==> src/rtl/fpm_lane_serializer.sv <==
// Four-lane bundle serializer: takes a, b, c and d in one valid/ready handshake
// and streams them out one WIDTH-bit chunk per cycle, lane a first.
`timescale 1ns/1ps
module fpm_lane_serializer #(
  parameter int WIDTH = 6,
  parameter int CNT_W = 8
) (
  input  logic             clk,
  input  logic             rst_n,
  input  logic             in_valid,
  output logic             in_ready,
  input  logic [WIDTH-1:0] a,
  input  logic [WIDTH-1:0] b,
  input  logic [WIDTH-1:0] c,
  input  logic [WIDTH-1:0] d,
  output logic             out_valid,
  input  logic             out_ready,
  output logic [WIDTH-1:0] out_data,
  output logic [1:0]       out_idx,
  output logic             out_last,
  output logic [CNT_W-1:0] bundle_cnt
);

  typedef enum logic {IDLE, SEND} state_t;

  state_t                  state, state_n;
  logic [3:0][WIDTH-1:0]   hold, hold_n;
  logic [WIDTH-1:0]        data_n;
  logic [1:0]              idx_n;
  logic [1:0]              idx_inc;
  logic                    valid_n;
  logic [CNT_W-1:0]        cnt_n;
  logic                    fire;
  logic                    accept;

  assign fire     = out_valid && out_ready;
  assign in_ready = (state == IDLE) || (fire && out_idx == 2'd3);
  assign accept   = in_valid && in_ready;
  assign out_last = out_valid && (out_idx == 2'd3);
  assign idx_inc  = out_idx + 2'd1;

  always_comb begin
    // NOTE: every output of this block gets a default first so no path leaves
    // a variable unassigned, which would otherwise infer a latch.
    state_n = state;
    hold_n  = hold;
    data_n  = out_data;
    idx_n   = out_idx;
    valid_n = out_valid;
    cnt_n   = bundle_cnt;

    if (state == SEND && fire) begin
      if (out_idx != 2'd3) begin
        idx_n  = idx_inc;
        data_n = hold[idx_inc];
      end else begin
        cnt_n   = bundle_cnt + CNT_W'(1);
        valid_n = 1'b0;
        idx_n   = 2'd0;
        state_n = IDLE;
      end
    end

    // A new bundle overrides the wind-down above, giving gap-free reloads.
    if (accept) begin
      hold_n  = {d, c, b, a};
      data_n  = a;
      idx_n   = 2'd0;
      valid_n = 1'b1;
      state_n = SEND;
    end
  end

  always_ff @(posedge clk or negedge rst_n) begin
    // NOTE: the holding register is small and its contents are observable via
    // out_data, so it is reset along with the control state rather than left
    // uninitialised like a RAM would be.
    if (!rst_n) begin
      state      <= IDLE;
      hold       <= '0;
      out_data   <= '0;
      out_idx    <= 2'd0;
      out_valid  <= 1'b0;
      bundle_cnt <= '0;
    end else begin
      // NOTE: non-blocking assignments so every register samples the values
      // from before this edge, independent of statement order.
      state      <= state_n;
      hold       <= hold_n;
      out_data   <= data_n;
      out_idx    <= idx_n;
      out_valid  <= valid_n;
      bundle_cnt <= cnt_n;
    end
  end

endmodule
==> config.mk <==
export PLATFORM = sky130hd
export DESIGN_NAME = fpm_lane_serializer
export DESIGN_NICKNAME = d
export VERILOG_FILES = /design/src/rtl/fpm_lane_serializer.sv
export SDC_FILE = /design/constraint.sdc
export NUM_CORES = 1
export LEC_CHECK = 0
export ABC_AREA = 1
export CORE_MARGIN = 3
export CORE_UTILIZATION = 44
export DETAILED_ROUTE_END_ITERATION = 6
export PLACE_DENSITY = 0.75
export SLEW_MARGIN = 5
export SYNTH_ARGS = -nofsm -noshare
export SYNTH_HDL_FRONTEND = slang
export SYNTH_SLANG_ARGS = --single-unit
==> constraint.sdc <==
create_clock -name clk -period 1.34 [get_ports clk]
set_input_delay 0.268 -clock clk [delete_from_list [all_inputs] [get_ports clk]]
set_output_delay 0.268 -clock clk [all_outputs]
set_load 0.01 [all_outputs]
==> results.json <==
{
  "nNetsFinal": 347,
  "vias": 1837,
  "antenna_cells": 0,
  "regArea_um2": 1030,
  "wl_met3_um": 319,
  "path_max_fanout": 7,
  "crit_family": "buffers and inverters",
  "drv_slew": 0,
  "p_leak_nw": 1.64,
  "std_cell_rows": 23,
  "finish.utilization_pct": 76.2,
  "crit_top_cell": "buf_6",
  "ys_warn_count": 0,
  "multi_input_area_um2": 968,
  "worstPathRequired_ps": 1570,
  "avgSynthCellArea_um2": 8.09,
  "fin_cells": 368,
  "totalWireLength_um": 5420,
  "path_cells": "ha_4 -> nand3_4 -> buf_6 -> a21oi_4 -> buf_6 -> buf_16 -> nand2_2 -> o21ai_1",
  "ios": 47,
  "grt_max_degree": 28,
  "place_inst": 343,
  "outcome": "finished with violations",
  "clockPowerShare_pct": 12.4,
  "hold_violations": 0,
  "start_util_pct": 46.5,
  "ant_nets": 0,
  "power_frac_seq_pct": 32.0,
  "yosysSeqAreaShare_pct": 53.9,
  "cts-root-buf": "clkbuf_8",
  "setup_viol": 41,
  "most-common-layout-cells": "nand2_1 (70), dfrtp_1 (38), inv_1 (29), clkdlybuf4s50_1 (26), buf_4 (20)",
  "cts_buffers": 5,
  "design.die.area_um2": 5150,
  "power_switching_mw": 2.52,
  "skew_ps": 9.46,
  "slew_headroom_pct": 74.4,
  "antenna_found_initial": 0,
  "sw_frac_of_total_pct": 40.0,
  "combPwrFrac_pct": 55.6,
  "post-route-min-period_ps": 1450,
  "fin_ws_ps": -114,
  "grt_pass1_vias": 1873,
  "clkTransAtPathRegs_ps": 80,
  "synthToLayoutAreaGrowth_pct": 63.8,
  "grt_overflow_total": 0,
  "syn_inst": 235,
  "max_freq_mhz": 688,
  "initialDrtViolationCount": 90,
  "drive_gt1_share_pct": 32.4,
  "dr_wl_met2_um": 2780,
  "cp-start-kind": "register",
  "drcViolationCount": 0,
  "post_drt_wl_per_cell_um": 14.7,
  "vdd_drop_max_uv": 873,
  "fp.dieW_um": 71.7,
  "layout_commonest_cell": "nand2_1",
  "tritoncts": "done",
  "ys_types": 19,
  "ctsLongestPathBuffers": 2,
  "dpl.hpwl_um": 3210,
  "worst_pin_slew_ps": 383,
  "violations": "setup timing",
  "cp_slowest_cell": "dfrtp_2",
  "critical_path_arrival_ps": 1680,
  "vias_per_cell": 4.99,
  "hold_class": "in2async",
  "grt_pass1_wl_um": 8780,
  "syn-num-nets": 265,
  "p_per_area_nw_per_um2": 2020,
  "top_layer": "met4",
  "grtUsageTotal_pct": 22.1,
  "portBuffers": 46,
  "critPathKind": "reg2reg",
  "cts_sinks": 41,
  "power.internal_mw": 3.79,
  "fillers": 277,
  "syn_area_um2": 1900,
  "slowest_delay_ps": 390,
  "place_congestion": 0.773,
  "rsz0062_at_grt": "yes",
  "clock_latency_ps": 300,
  "met1_length_um": 2230,
  "cp.buffers_inverters": 3,
  "dr.pass1.iters": 4,
  "die_h_um": 71.7,
  "core_um2": 4090,
  "cp-end-kind": "register",
  "synth-seq-cells": 41,
  "cts_max_level": 2,
  "drv_cap": 0,
  "fin_crit_sh_pct": 109
}
routing by layer:
layer	vias to the layer above	global-route usage, %
met5	-	0
met4	0	5.01
met3	12	4.21
met2	59	38.5
met1	876	28.4
li1	890	-
stage by stage:
step	worst slack [ps]	hold slack, ps	TNS, ps	power, mW	area (µm²)
3_3_place_gp	-394	197	-12770	4.77	2600
2_1_floorplan	9.61	-27.6	0	3.68	1940
5_1_grt	-191	438	-5600	6.83	3120
3_5_place_dp	-418	198	-13820	4.87	2600
4_1_cts	-151	429	-1950	6.06	2980
6_report	-114	415	-3370	6.31	3120
sequential cells by signal, indices dropped and copies added (netlist names):
signal / flops
hold: 24
out_idx: 2
out_data: 6
bundle_cnt: 8
state: 1
cells by family after synthesis:
| group | synth area share, % |
|---|---|
| buffers and inverters | 9.08 |
| AND/OR/NAND/NOR | 24.0 |
| XOR/XNOR | 2.76 |
| adder cells (fa/ha/maj) | 1.32 |
| flip-flops | 53.9 |
| AO/OA/AOI/OAI | 8.29 |
| multiplexers | 0.592 |
path summary, 6_finish.rpt:
kind                                    start            end  slack (ps)  depth (start not counted)
worst max-delay path               out_idx[0]       hold[13]        -110                          8
worst min-delay path                    rst_n       hold[16]         410                          2
worst max register to register     out_idx[0]       hold[13]        -110                          8
worst min register to register  bundle_cnt[7]  bundle_cnt[7]         470                          1
max in group asynchronous               rst_n          state         440                          3
min in group clk                bundle_cnt[7]  bundle_cnt[7]         470                          1
timing repair:
| item | in CTS | in global routing |
|---|---|---|
| pin swaps | 4 | 5 |
| setup endpoints to repair | 54 | 41 |
| cloned | 3 | 0 |
| hold endpoints to repair | 14 | 0 |
| gates resized for setup | 96 | 43 |
| hold buffers | 1 | 0 |
| buffers inserted | 13 | 2 |
Yosys cell counts:
| cell | count | area [µm²] |
|---|---|---|
| nor3_1 | 1 | 5.00 |
| mux2_2 | 1 | 11.3 |
| dfrtp_1 | 41 | 1030 |
| nand2_1 | 95 | 357 |
| o21ai_0 | 23 | 115 |
| a31oi_1 | 1 | 6.26 |
| o22ai_1 | 2 | 12.5 |
| buf_1 | 1 | 3.75 |
| xor2_1 | 2 | 17.5 |
| xnor2_1 | 4 | 35.0 |
| buf_6 | 3 | 33.8 |
| nand3_2 | 1 | 10.0 |
| a21oi_2 | 1 | 8.76 |
| nor2_1 | 4 | 15.0 |
| inv_1 | 33 | 124 |
| o21ai_1 | 3 | 15.0 |
| ha_1 | 2 | 25.0 |
| nand3_1 | 14 | 70.1 |
| clkbuf_1 | 3 | 11.3 |
power by group through the flow:
| stage | registers, mW | logic (mW) | clock network (mW) |
|---|---|---|---|
| detailed placement | 2.04 | 2.83 | 0 |
| CTS | 2.00 | 3.28 | 0.780 |
| global placement | 2.01 | 2.76 | 0 |
| finish | 2.02 | 3.51 | 0.783 |
| floorplan | 2.09 | 1.58 | 0 |
| global route | 2.07 | 3.94 | 0.829 |
layout make-up:
| class | count | share of cell area, % |
|---|---|---|
| Tap cell | 50 | 2.01 |
| Timing Repair Buffer | 82 | 27.2 |
| Multi-Input combinational cell | 154 | 31.1 |
| Clock buffer | 8 | 2.57 |
| Sequential cell | 41 | 33.1 |
| Inverter | 33 | 4.06 |
(Power assumes the default switching activity.)
